$ cat src/rtl/ysyx_23060236_rd_arbiter.sv
// rtl/ysyx_23060236_rd_arbiter.sv - IFU/LSU read-channel arbiter onto one AR/R master port
// Optional: define ARB_TIMEOUT_EN for a synthetic SLVERR after TIMEOUT silent DATA cycles.
module ysyx_23060236_rd_arbiter #(
    parameter int PRIO_MODE = 1,
    parameter int TIMEOUT   = 1024
) (
    input  logic        clock,
    input  logic        reset,

    input  logic        ifu_arvalid,
    output logic        ifu_arready,
    input  logic [31:0] ifu_araddr,
    output logic        ifu_rvalid,
    input  logic        ifu_rready,
    output logic [31:0] ifu_rdata,
    output logic [1:0]  ifu_rresp,

    input  logic        lsu_arvalid,
    output logic        lsu_arready,
    input  logic [31:0] lsu_araddr,
    input  logic [2:0]  lsu_arsize,
    output logic        lsu_rvalid,
    input  logic        lsu_rready,
    output logic [31:0] lsu_rdata,
    output logic [1:0]  lsu_rresp,

    output logic        io_master_arvalid,
    input  logic        io_master_arready,
    output logic [31:0] io_master_araddr,
    output logic [2:0]  io_master_arsize,
    input  logic        io_master_rvalid,
    output logic        io_master_rready,
    input  logic [31:0] io_master_rdata,
    input  logic [1:0]  io_master_rresp
);

`ifdef ARB_TIMEOUT_EN
    typedef enum logic [1:0] {S_IDLE, S_ADDR, S_DATA, S_DRAIN} state_e;
`else
    typedef enum logic [1:0] {S_IDLE, S_ADDR, S_DATA} state_e;
`endif

    localparam logic GNT_IFU = 1'b0;
    localparam logic GNT_LSU = 1'b1;

    if (TIMEOUT < 1 || TIMEOUT > 65536) begin : g_timeout_range
        $error("TIMEOUT must fit the 16-bit timeout counter");
    end

    state_e state_q, state_d;
    logic   grant_q, grant_d;
    logic   last_grant_q, last_grant_d;

    logic        gnt_arvalid;
    logic        gnt_rready;
    logic        tie_winner;
    logic        r_valid;
    logic [31:0] r_data;
    logic [1:0]  r_resp;

`ifdef ARB_TIMEOUT_EN
    localparam logic [15:0] TIMEOUT_M1 = 16'(TIMEOUT - 1);
    logic [15:0] cnt_q, cnt_d;
`endif

    assign gnt_arvalid = (grant_q == GNT_LSU) ? lsu_arvalid : ifu_arvalid;
    assign gnt_rready  = (grant_q == GNT_LSU) ? lsu_rready  : ifu_rready;
    // Round-robin hands a tie to whoever did not win the last completed AR.
    assign tie_winner  = (PRIO_MODE == 0) ? GNT_LSU : ~last_grant_q;

    always_comb begin
        state_d           = state_q;
        grant_d           = grant_q;
        last_grant_d      = last_grant_q;
`ifdef ARB_TIMEOUT_EN
        cnt_d             = cnt_q;
`endif
        io_master_arvalid = 1'b0;
        io_master_araddr  = 32'h0;
        io_master_arsize  = 3'b000;
        io_master_rready  = 1'b0;
        ifu_arready       = 1'b0;
        lsu_arready       = 1'b0;
        r_valid           = 1'b0;
        r_data            = 32'h0;
        r_resp            = 2'b00;

        unique case (state_q)
            S_IDLE: begin
                if (ifu_arvalid || lsu_arvalid) begin
                    state_d = S_ADDR;
                    grant_d = (ifu_arvalid && lsu_arvalid) ? tie_winner : lsu_arvalid;
                end
            end
            S_ADDR: begin
                io_master_arvalid = gnt_arvalid;
                if (grant_q == GNT_LSU) begin
                    io_master_araddr = lsu_araddr;
                    io_master_arsize = lsu_arsize;
                    lsu_arready      = io_master_arready;
                end else begin
                    io_master_araddr = ifu_araddr;
                    io_master_arsize = 3'b010;
                    ifu_arready      = io_master_arready;
                end
                if (gnt_arvalid && io_master_arready) begin
                    state_d      = S_DATA;
                    last_grant_d = grant_q;
`ifdef ARB_TIMEOUT_EN
                    cnt_d        = 16'h0;
`endif
                end else if (!gnt_arvalid) begin
                    state_d = S_IDLE;
                end
            end
            S_DATA: begin
`ifdef ARB_TIMEOUT_EN
                if (io_master_rvalid || cnt_q != TIMEOUT_M1) begin
                    r_valid          = io_master_rvalid;
                    r_data           = io_master_rdata;
                    r_resp           = io_master_rresp;
                    io_master_rready = gnt_rready;
                    if (io_master_rvalid && gnt_rready) begin
                        state_d = S_IDLE;
                    end else if (!io_master_rvalid) begin
                        cnt_d = cnt_q + 16'd1;
                    end
                end else begin
                    // Slave went silent: answer SLVERR ourselves, swallow its beat later.
                    r_valid = 1'b1;
                    r_resp  = 2'b10;
                    if (gnt_rready) begin
                        state_d = S_DRAIN;
                    end
                end
`else
                r_valid          = io_master_rvalid;
                r_data           = io_master_rdata;
                r_resp           = io_master_rresp;
                io_master_rready = gnt_rready;
                if (io_master_rvalid && gnt_rready) begin
                    state_d = S_IDLE;
                end
`endif
            end
`ifdef ARB_TIMEOUT_EN
            S_DRAIN: begin
                io_master_rready = 1'b1;
                if (io_master_rvalid) begin
                    state_d = S_IDLE;
                end
            end
`endif
            default: begin
                state_d = S_IDLE;
            end
        endcase
    end

    always_comb begin
        ifu_rvalid = 1'b0;
        ifu_rdata  = 32'h0;
        ifu_rresp  = 2'b00;
        lsu_rvalid = 1'b0;
        lsu_rdata  = 32'h0;
        lsu_rresp  = 2'b00;
        if (grant_q == GNT_LSU) begin
            lsu_rvalid = r_valid;
            lsu_rdata  = r_data;
            lsu_rresp  = r_resp;
        end else begin
            ifu_rvalid = r_valid;
            ifu_rdata  = r_data;
            ifu_rresp  = r_resp;
        end
    end

    always_ff @(posedge clock or negedge reset) begin
        if (!reset) begin
            state_q      <= S_IDLE;
            grant_q      <= GNT_IFU;
            last_grant_q <= GNT_IFU;
        end else begin
            state_q      <= state_d;
            grant_q      <= grant_d;
            last_grant_q <= last_grant_d;
        end
    end

`ifdef ARB_TIMEOUT_EN
    always_ff @(posedge clock or negedge reset) begin
        if (!reset) begin
            cnt_q <= 16'h0;
        end else begin
            cnt_q <= cnt_d;
        end
    end
`endif

endmodule

$ cat config.mk
export PLATFORM = sky130hd
export DESIGN_NAME = ysyx_23060236_rd_arbiter
export DESIGN_NICKNAME = d
export VERILOG_FILES = /design/src/rtl/ysyx_23060236_rd_arbiter.sv
export SDC_FILE = /design/constraint.sdc
export NUM_CORES = 1
export LEC_CHECK = 0
export ABC_AREA = 1
export CORE_AREA = 2 2 84 86
export CTS_CLUSTER_SIZE = 20
export DETAILED_ROUTE_END_ITERATION = 8
export DIE_AREA = 0 0 86 88
export PLACE_DENSITY = 0.84
export SLEW_MARGIN = 20
export SYNTH_ARGS = -nofsm -noshare
export SYNTH_HDL_FRONTEND = slang
export SYNTH_SLANG_ARGS = --single-unit
$ cat constraint.sdc
create_clock -name clock -period 1.6 [get_ports clock]
set_clock_uncertainty 0.05 [all_clocks]
set_input_delay 0.48 -clock clock [delete_from_list [all_inputs] [get_ports clock]]
set_output_delay 0.48 -clock clock [all_outputs]
set_load 0.03 [all_outputs]
==> flow_metrics.tcl <==
set metrics [dict create \
    ys_types 17 \
    setup_ws_ps -445 \
    ys.flop_type "dfrtp_1" \
    syn_inst 268 \
    rsz0062_at_grt "true" \
    path_depth 6 \
    yosys.area.top_type_share 0.269 \
    synth-async-reset-ratio 1.00 \
    critPathArrivalTime_ps 1510 \
    rrSetupSlack_ps 110 \
    cts_max_level 1 \
    grt_usage 0.220 \
    yosys_warnings 0 \
    root_buffer "clkbuf_8" \
    fill_cells 352 \
    violations "setup timing" \
    path_buf_inv 4 \
    mappedNetlistArea_sq_um 1340 \
    register_area_sq_um 103 \
    via_count 2927 \
    wl_met3_microns 952 \
    r2r_cells 8 \
    cts_tree "done" \
    slowest_delay_ps 370 \
    dp_slack_ps -390 \
    clkSinkCount 4 \
    grt_pass1_wl_microns 13500 \
    rows 30 \
    syn_to_final_growth_pct 300 \
    fin_setup_tns_ps -37500 \
    netlist_top_cells_count "nand2_1, nor3_1, inv_1, a21oi_1, buf_2" \
    ys_ff_latch 4 \
    pin_count 218 \
    drive_gt1_frac 0.572 \
    met1Wirelength_microns 3770 \
    cp.required_ps 1070 \
    placed_area_sq_um 3880 \
    wire_per_inst_microns 18.9 \
    path_delay_family "buffers and inverters" \
    tightest_slew_ps 219 \
    worst-path-max-fanout 8 \
    setup_viol 109 \
    wl_met2_microns 6210 \
    grt_overflow 0 \
    synth_nets 377 \
    grt_start_max_net_pins 29 \
    gp_congestion 0.730 \
    cp_slowest_cell "dfrtp_1" \
    reg2reg_to "last_grant_q" \
    hold-worst-slack_ps 422 \
    fmax_ghz 0.489 \
    nets 626 \
    maxSlewViolCount 0 \
    die_h_microns 88 \
    hold_class "in -> async" \
    die_w_microns 86 \
    crit_type "reg -> out" \
    outcome "complete, but fails checks" \
    yosysMostFrequentCell "nand2_1" \
    portBuffers 217 \
    grt_pass1_vias 2847 \
    slew_headroom 0.853 \
    drtPass1Iterations 4 \
    worstSetupStartpoint "state_q[0]" \
    crit_end "lsu_rdata[2]" \
    cp-start-kind "register" \
    leakage_nw 2.39 \
    powerDensity_nw_per_um2 1640 \
    irDropWorstVdd_mv 1.01 \
    antenna_found_initial 0 \
    ant_nets 0 \
    yosysTopAreaCell "nor3_1" \
    multi_input_area_sq_um 1910 \
    cts_buffer_depth 2 \
    cp_cell_sequence "inv_2, nand2_8, buf_12, clkbuf_16, nor3_2, buf_4" \
    drc_errors 0 \
    clk_pin_slew_ps 30 \
    dr.max_layer_used "met4" \
    synth_area_leaders "nor3_1, nand2_1, inv_1" \
    drtIter0Drc 71 \
    hold_viol 0 \
    wirelength_microns 11200 \
    numCtsBuffers 3 \
    core_sq_um 6640 \
    avgSynthCellArea_sq_um 5.00 \
    hpwlAfterDp_microns 6330 \
    avgViaCountPerCell 4.91 \
    antenna_cells 0 \
    synth_edf_count 0 \
    r2r_start "grant_q" \
    insertion_delay_ps 220 \
    die_area_sq_um 7570 \
    ys_seq_area_frac 0.0746 \
    cap_viol_max_count 0 \
    end_kind "primary output" \
    design_area_sq_um 5360 \
    period_share 1.28 \
    period_needed_ps 2040 \
    initial_utilization 0.202 \
]
-- final cells by class --
type                    count  share of cell area
repair buffers            270               0.570
well taps                  80              0.0187
flip-flops and latches      4              0.0191
multi-input cells         199               0.356
clock buffers               4             0.00840
inverters                  39              0.0287
-- worst min path at each step --
stage / cells after the start / to / start / slack (ps)
final: 1 / last_grant_q / reset / 420
after global routing: 1 / last_grant_q / reset / 430
after CTS: 1 / last_grant_q / reset / 420
after detailed placement: 2 / last_grant_q / last_grant_q / 420
after global placement: 2 / last_grant_q / last_grant_q / 410
after floorplan: 0 / grant_q / reset / 130
-- cells by family (layout without fill, tap and decap cells) --
| group | Yosys count | in the layout | synth area share |
|---|---|---|---|
| buffers and inverters | 65 | 313 | 0.228 |
| AND/OR/NAND/NOR | 164 | 164 | 0.539 |
| AO/OA/AOI/OAI | 35 | 35 | 0.159 |
| flip-flops | 4 | 4 | 0.0746 |
-- repair_timing --
action	CTS	global route
endpoints found under the setup margin	109	109
pin swaps	8	14
hold buffers	0	0
setup buffers	2	9
gates cloned	5	6
resized for setup	110	142
-- stage by stage --
| step | instances | total power [mW] | util |
|---|---|---|---|
| CTS | 581 | 7.35 | 0.683 |
| detailed placement | 570 | 5.85 | 0.584 |
| floorplan | 268 | 3.99 | - |
| global placement | 570 | 5.78 | 0.584 |
| global route | 596 | 9.16 | 0.807 |
| finish | 596 | 8.80 | 0.807 |
-- layer usage --
layer | GRT usage | up-vias
met3 | 0.0509 | 28
met2 | 0.443 | 166
met1 | 0.225 | 1370
met5 | 0 | -
met4 | 0.0563 | 0
li1 | - | 1363
-- registers in the layout, summed over array words and instances, names as in the netlist --
signal        flops
grant_q           1
last_grant_q      1
state_q           2
-- where the power goes --
| part | internal, mW | switching [mW] | leakage [nW] |
|---|---|---|---|
| registers | 0.156 | 0.0837 | 0.0476 |
| clock network | 0.170 | 0.0525 | 0.0228 |
| logic | 3.66 | 4.68 | 2.32 |
| total | 3.98 | 4.81 | 2.39 |
-- cells in the final DEF, fill, tap and decap left out --
| cell type | Yosys | final |
|---|---|---|
| a21oi_2 | 10 | 2 |
| a21oi_4 | 0 | 32 |
| buf_12 | 0 | 13 |
| buf_16 | 0 | 7 |
| buf_4 | 1 | 51 |
| buf_6 | 5 | 82 |
| buf_8 | 0 | 3 |
| clkbuf_1 | 4 | 1 |
| clkbuf_16 | 0 | 6 |
| clkbuf_8 | 0 | 3 |
| clkdlybuf4s50_1 | 0 | 98 |
| clkinv_4 | 0 | 1 |
| dfrtp_1 | 4 | 2 |
| dfrtp_2 | 0 | 2 |
| dlygate4sd2_1 | 0 | 2 |
| dlymetal6s2s_1 | 0 | 8 |
| inv_1 | 37 | 20 |
| inv_2 | 2 | 17 |
| inv_4 | 0 | 1 |
| nand2_1 | 80 | 80 |
| nand2_8 | 0 | 1 |
| nand3_1 | 4 | 4 |
| nand4_1 | 1 | 1 |
| nor2_1 | 5 | 1 |
| nor2_4 | 1 | 5 |
| nor3_1 | 72 | 3 |
| nor3_2 | 0 | 29 |
| nor3_4 | 0 | 40 |
| o21ai_0 | 1 | 1 |
(Power assumes the default switching activity.)
